<file path="config.mk">
export PLATFORM = sky130hd
export DESIGN_NAME = mc_control_unit
export DESIGN_NICKNAME = d
export VERILOG_FILES = /design/src/rtl/mc_control_unit.sv
export SDC_FILE = /design/constraint.sdc
export NUM_CORES = 1
export LEC_CHECK = 0
export ABC_AREA = 0
export BUFFER_PORTS_ARGS = -buffer_cell sky130_fd_sc_hd__buf_2
export CAP_MARGIN = 15
export CORE_ASPECT_RATIO = 1.1
export CORE_MARGIN = 5
export CORE_UTILIZATION = 55
export DETAILED_ROUTE_END_ITERATION = 16
export GPL_TIMING_DRIVEN = 0
export PLACE_DENSITY = 0.84
export SKIP_LAST_GASP = 1
export SLEW_MARGIN = 10
export SYNTH_ARGS = -nofsm -noshare
export SYNTH_HDL_FRONTEND = slang
export SYNTH_SLANG_ARGS = --single-unit
export TNS_END_PERCENT = 30
</file>
<file path="constraint.sdc">
create_clock -name clk -period 4.55 [get_ports clk]
set_input_delay 1.365 -clock clk [delete_from_list [all_inputs] [get_ports clk]]
set_output_delay 1.365 -clock clk [all_outputs]
set_load 0.005 [all_outputs]
</file>
<file path="src/rtl/mc_control_unit.sv">
// Multi-cycle RV32I main controller: Moore FSM sequencing fetch through
// writeback, with a retired-instruction counter and a sticky halt on illegal ops.
module mc_control_unit #(
  parameter int CNT_W = 32
) (
  input  logic             clk,
  input  logic             rst,
  input  logic             run,
  input  logic [6:0]       Op,
  input  logic [2:0]       F3,
  input  logic             F7_5,
  input  logic             Zero,
  output logic             pc_we,
  output logic             ir_we,
  output logic             adr_src,
  output logic             mem_we,
  output logic             reg_we,
  output logic [1:0]       alu_src_a,
  output logic [1:0]       alu_src_b,
  output logic [2:0]       alu_op,
  output logic [2:0]       imm_op,
  output logic [1:0]       result_src,
  output logic             instr_done,
  output logic             halted,
  output logic [CNT_W-1:0] ret_cnt
);

  localparam logic [6:0] OP_LW   = 7'b0000011;
  localparam logic [6:0] OP_SW   = 7'b0100011;
  localparam logic [6:0] OP_R    = 7'b0110011;
  localparam logic [6:0] OP_I    = 7'b0010011;
  localparam logic [6:0] OP_B    = 7'b1100011;
  localparam logic [6:0] OP_JAL  = 7'b1101111;
  localparam logic [6:0] OP_JALR = 7'b1100111;
  localparam logic [6:0] OP_LUI  = 7'b0110111;

  localparam logic [2:0] ALU_ADD  = 3'b000;
  localparam logic [2:0] ALU_SUB  = 3'b001;
  localparam logic [2:0] ALU_AND  = 3'b010;
  localparam logic [2:0] ALU_OR   = 3'b011;
  localparam logic [2:0] ALU_XOR  = 3'b100;
  localparam logic [2:0] ALU_SLT  = 3'b101;
  localparam logic [2:0] ALU_SLTU = 3'b110;

  typedef enum logic [3:0] {
    S_FETCH, S_DECODE, S_MEM_ADR, S_MEM_RD,
    S_MEM_WB, S_MEM_WR, S_EXEC_R, S_EXEC_I,
    S_ALU_WB, S_BRANCH, S_JAL, S_JALR1,
    S_JALR2, S_LUI, S_HALT
  } state_t;

  state_t            r_state;
  state_t            w_next;
  logic [CNT_W-1:0]  r_cnt;

  logic       w_pc_we;
  logic       w_ir_we;
  logic       w_adr;
  logic       w_mem_we;
  logic       w_reg_we;
  logic [1:0] w_a;
  logic [1:0] w_b;
  logic [2:0] w_alu;
  logic [2:0] w_imm;
  logic [1:0] w_res;
  logic       w_done;
  logic [2:0] w_f3_alu;
  logic       w_shift;

  always_ff @(posedge clk or negedge rst) begin
    if (!rst) begin
      r_state <= S_FETCH;
      r_cnt   <= '0;
    end else begin
      r_state <= w_next;
      if (w_done) r_cnt <= r_cnt + CNT_W'(1);
    end
  end

  always_comb begin
    w_imm = 3'b000;
    unique case (1'b1)
      (Op == OP_SW):  w_imm = 3'b001;
      (Op == OP_B):   w_imm = 3'b010;
      (Op == OP_JAL): w_imm = 3'b011;
      (Op == OP_LUI): w_imm = 3'b100;
      default:        w_imm = 3'b000;
    endcase
  end

  always_comb begin
    w_f3_alu = ALU_ADD;
    w_shift  = 1'b0;
    case (F3)
      3'b000: w_f3_alu = (r_state == S_EXEC_R && F7_5) ? ALU_SUB : ALU_ADD;
      3'b111: w_f3_alu = ALU_AND;
      3'b110: w_f3_alu = ALU_OR;
      3'b100: w_f3_alu = ALU_XOR;
      3'b010: w_f3_alu = ALU_SLT;
      3'b011: w_f3_alu = ALU_SLTU;
      default: w_shift = 1'b1;
    endcase
  end

  always_comb begin
    w_next   = r_state;
    w_pc_we  = 1'b0;
    w_ir_we  = 1'b0;
    w_adr    = 1'b0;
    w_mem_we = 1'b0;
    w_reg_we = 1'b0;
    w_a      = 2'b00;
    w_b      = 2'b00;
    w_alu    = ALU_ADD;
    w_res    = 2'b00;
    w_done   = 1'b0;
    case (r_state)
      S_FETCH: begin
        if (run) begin
          w_ir_we = 1'b1;
          w_pc_we = 1'b1;
          w_b     = 2'b10;
          w_res   = 2'b10;
          w_next  = S_DECODE;
        end
      end
      S_DECODE: begin
        // ALU-out latches PC_old + imm as the branch/JAL target
        w_a = 2'b01;
        w_b = 2'b01;
        case (Op)
          OP_LW, OP_SW: w_next = S_MEM_ADR;
          OP_R:         w_next = S_EXEC_R;
          OP_I:         w_next = S_EXEC_I;
          OP_B:         w_next = S_BRANCH;
          OP_JAL:       w_next = S_JAL;
          OP_JALR:      w_next = S_JALR1;
          OP_LUI:       w_next = S_LUI;
          default:      w_next = S_HALT;
        endcase
      end
      S_MEM_ADR: begin
        w_a    = 2'b10;
        w_b    = 2'b01;
        w_next = (Op == OP_LW) ? S_MEM_RD : S_MEM_WR;
      end
      S_MEM_RD: begin
        w_adr  = 1'b1;
        w_next = S_MEM_WB;
      end
      S_MEM_WB: begin
        w_res    = 2'b01;
        w_reg_we = 1'b1;
        w_done   = 1'b1;
        w_next   = S_FETCH;
      end
      S_MEM_WR: begin
        w_adr    = 1'b1;
        w_mem_we = 1'b1;
        w_done   = 1'b1;
        w_next   = S_FETCH;
      end
      S_EXEC_R, S_EXEC_I: begin
        w_a    = 2'b10;
        w_b    = (r_state == S_EXEC_I) ? 2'b01 : 2'b00;
        w_alu  = w_f3_alu;
        w_next = w_shift ? S_HALT : S_ALU_WB;
      end
      S_ALU_WB: begin
        w_reg_we = 1'b1;
        w_done   = 1'b1;
        w_next   = S_FETCH;
      end
      S_BRANCH: begin
        w_a    = 2'b10;
        w_next = S_HALT;
        case (F3)
          3'b000: begin w_alu = ALU_SUB; w_pc_we = Zero;  end
          3'b001: begin w_alu = ALU_SUB; w_pc_we = !Zero; end
          3'b100: begin w_alu = ALU_SLT; w_pc_we = !Zero; end
          3'b101: begin w_alu = ALU_SLT; w_pc_we = Zero;  end
          default: w_alu = ALU_ADD;
        endcase
        if (F3 == 3'b000 || F3 == 3'b001 ||
            F3 == 3'b100 || F3 == 3'b101) begin
          w_done = 1'b1;
          w_next = S_FETCH;
        end
      end
      S_JAL, S_JALR2: begin
        w_a     = 2'b01;
        w_b     = 2'b10;
        w_pc_we = 1'b1;
        w_next  = S_ALU_WB;
      end
      S_JALR1: begin
        w_a    = 2'b10;
        w_b    = 2'b01;
        w_next = S_JALR2;
      end
      S_LUI: begin
        w_res    = 2'b11;
        w_reg_we = 1'b1;
        w_done   = 1'b1;
        w_next   = S_FETCH;
      end
      S_HALT:  w_next = S_HALT;
      default: w_next = S_FETCH;
    endcase
  end

  // Gate with reset so nothing leaks out while it is held
  assign pc_we      = rst & w_pc_we;
  assign ir_we      = rst & w_ir_we;
  assign adr_src    = rst & w_adr;
  assign mem_we     = rst & w_mem_we;
  assign reg_we     = rst & w_reg_we;
  assign alu_src_a  = rst ? w_a   : 2'b00;
  assign alu_src_b  = rst ? w_b   : 2'b00;
  assign alu_op     = rst ? w_alu : 3'b000;
  assign imm_op     = rst ? w_imm : 3'b000;
  assign result_src = rst ? w_res : 2'b00;
  assign instr_done = rst & w_done;
  assign halted     = rst & (r_state == S_HALT);
  assign ret_cnt    = r_cnt;

endmodule

</file>
==> results.py <==
metrics = {
    "finish": {
        "drive_gt1_frac": 0.272,
        "area_growth_syn_to_layout_pct": 20.5,
        "antenna_cells": 0,
        "mostFrequentLayoutCells": "65 x buf_2, 36 x dfrtp_1, 26 x nand2_1",
        "regArea_um2": 901,
        "multi_input_area_um2": 1260,
        "final_common_cell": "buf_2",
        "final-instance-count-excl-fill": 372,
        "nNetsFinal": 335,
        "fillers": 349,
    },
    "synthesis": {
        "syn_inst": 250,
        "syn-cell-area_um2": 2270,
        "synth_cell_type_count": 50,
        "ys_ff_latch": 36,
        "ys_warn_count": 0,
        "synth_flop_cell": "dfrtp_1",
        "synth_nets": 266,
        "yosysSeqAreaShare": 0.397,
        "async_reset_ff_frac": 1.00,
        "synth_edf_count": 0,
        "syn_area_per_cell_um2": 9.08,
    },
    "floorplan": {
        "die_h_um": 77.4,
        "initial_core_util": 0.568,
        "ioPinCount": 66,
        "rows": 24,
        "core_area_um2": 3990,
        "die_area_um2": 5510,
        "die_x_um": 71.3,
    },
    "setup_path": {
        "worstPathArrival_ns": 2.71,
        "critPathRequiredTime_ns": 3.18,
        "crit_family": "buffers and inverters",
        "slowest_stage": "buf_2",
        "endpoint_kind": "primary output",
        "crit_chain": "buf_2, clkbuf_1, a21boi_0, buf_2",
        "cp_num_buf_inv": 3,
        "rrSetupSlack_ns": 2.83,
        "cpPeakStageDelay_ns": 0.64,
        "path_class": "in -> out",
        "cp-start-kind": "input pin",
        "r2r_start": "r_state[3]",
        "r2r_end": "ret_cnt[29]",
        "crit_fanout": 40,
        "cp_common_cell": "buf_2",
        "reg2regPathDepth": 8,
    },
    "worst_hold_path": {
        "hold_start": "ret_cnt[31]",
        "hold_depth": 1,
        "hp-class": "reg -> reg",
        "hold_end": "ret_cnt[31]",
    },
    "run": {
        "max_cap_violations": 0,
    },
    "clocking": {
        "cts_tree": "yes",
        "cts_buffers": 5,
        "hold_buffers": 0,
        "cts_resized": 0,
        "htree_levels": 2,
        "post_cts_buffers": 0,
        "cts_root_buffer": "clkbuf_8",
        "path_clk_slew_ns": 0.07,
        "clock_latency_ns": 0.29,
        "clockBufferDepth": 2,
        "clkSinkCount": 36,
    },
    "global_routing": {
        "grt_use_met3": 0.0362,
        "first_global_vias": 2013,
        "grt_max_degree": 41,
        "track_usage": 0.201,
        "grtUsageMet2": 0.333,
        "grt_antenna_before_repair": 0,
        "grt.busiest_layer": "met2",
        "grt_pass1_wl_um": 9080,
        "globalRouteOverflowTotal": 0,
        "met1_usage": 0.252,
    },
    "timing": {
        "max_clock_freq_ghz": 0.246,
        "grt_setup_unrepaired": "no",
        "final_max_slew_viol_count": 0,
        "final_hold_viol_count": 0,
        "final-setup-viol-count": 0,
        "tightestPinTransition_ns": 0.851,
        "min_period_ns": 4.07,
        "relSlewSlack": 0.433,
        "finalCritPeriodShare": 0.895,
        "fin_tns_setup_ns": 0,
        "worst_hold_slack_ns": 0.474,
        "fin_skew_ns": 0.00331,
    },
    "detailed_routing": {
        "drc": 0,
        "vias": 2071,
        "wl_um": 5270,
        "drt_first_pass_iters": 4,
        "viasPerCell": 5.57,
        "wl_per_cell_um": 14.2,
        "first_iter_violations": 80,
        "ant_nets": 0,
    },
    "power_and_ir_drop": {
        "power.density_nw_per_um2": 398,
        "clock_power_share": 0.213,
        "combPwrFrac": 0.410,
        "p_seq_frac": 0.377,
        "switching_share": 0.378,
        "switching_power_w": 0.000412,
        "internal_power_w": 0.000676,
        "leakage_nw": 1.44,
        "irDropWorstVdd_mv": 0.259,
    },
    "outcome": {
        "status": "finished clean",
    },
    "placement": {
        "gp_congestion": 0.899,
        "hpwl_um": 4000,
        "dp.cells": 364,
        "io_buffers": 62,
    },
}
-- state kept, by name (all words and copies together), names as in the netlist --
signal and count:
ret_cnt 32, r_state 4
-- metrics by stage --
| stage | utilization | total power, W | setup WS [ns] | area (um2) |
|---|---|---|---|---|
| 6_report | 0.685 | 0.00109 | 0.480 | 2740 |
| 5_1_grt | 0.685 | 0.00116 | 0.218 | 2740 |
| 4_1_cts | 0.685 | 0.00110 | 0.413 | 2740 |
| 3_5_place_dp | 0.662 | 0.000860 | 0.416 | 2650 |
| 3_3_place_gp | 0.662 | 0.000848 | 0.431 | 2650 |
| 2_1_floorplan | - | 0.000717 | 1.12 | 2270 |
-- how the worst max path moves through the flow --
stage,start,endpoint,slack [ns],depth (start not counted)
6_report,rst,alu_op[0],0.48,4
5_1_grt,rst,alu_src_b[0],0.22,4
4_1_cts,rst,alu_op[1],0.41,5
3_5_place_dp,rst,alu_op[1],0.42,5
3_3_place_gp,rst,alu_op[1],0.43,5
2_1_floorplan,F3[1],alu_op[2],1.12,5
-- cell usage after synthesis (3+ instances only) --
cell | instances | area (um2)
nor3_1 | 7 | 35.0
xor2_1 | 20 | 175
a211oi_1 | 3 | 22.5
nor3b_1 | 3 | 22.5
dfrtp_1 | 36 | 901
xnor2_1 | 16 | 140
clkbuf_1 | 4 | 15.0
nor3_2 | 4 | 40.0
a31oi_1 | 4 | 25.0
buf_2 | 3 | 15.0
o21ai_0 | 4 | 20.0
a21oi_1 | 6 | 30.0
nand2_1 | 26 | 97.6
and3_1 | 10 | 62.6
and2_1 | 6 | 37.5
nor2b_1 | 4 | 25.0
and4_1 | 3 | 26.3
nor2_1 | 23 | 86.3
nand4_1 | 8 | 50.1
inv_1 | 12 | 45.0
nand3_1 | 8 | 40.0
-- area by class of cell --
| class | count | area share |
|---|---|---|
| Timing Repair Buffer | 62 | 0.113 |
| Multi-Input combinational cell | 190 | 0.459 |
| Buffer | 12 | 0.0247 |
| Inverter | 12 | 0.0165 |
| Clock buffer | 8 | 0.0329 |
| Tap cell | 52 | 0.0238 |
| Sequential cell | 36 | 0.329 |
-- logic make-up after synthesis --
logic type | after synthesis | synth area share
xor+xnor | 36 | 0.139
mux | 1 | 0.00441
buf+inv | 24 | 0.0496
flops | 36 | 0.397
simple gates | 117 | 0.296
compound gates | 35 | 0.109
fa+ha+maj | 1 | 0.00551
-- power by group through the flow --
stage                     sequential [W]  clock (W)  combinational [W]
after floorplan                 0.000409          0           0.000309
after global placement          0.000414          0           0.000434
after detailed placement        0.000417          0           0.000443
after CTS                       0.000411   0.000239           0.000447
after global routing            0.000419   0.000251           0.000493
final                           0.000411   0.000232           0.000446
-- metal layers --
metal / vias to the layer above / share of wire
met1: 971 / 0.42
met4: 0 / 0.023
met3: 12 / 0.075
li1: 1010 / -
met2: 78 / 0.48
met5: - / 0
No activity file was read; power rests on OpenSTA's default activity.
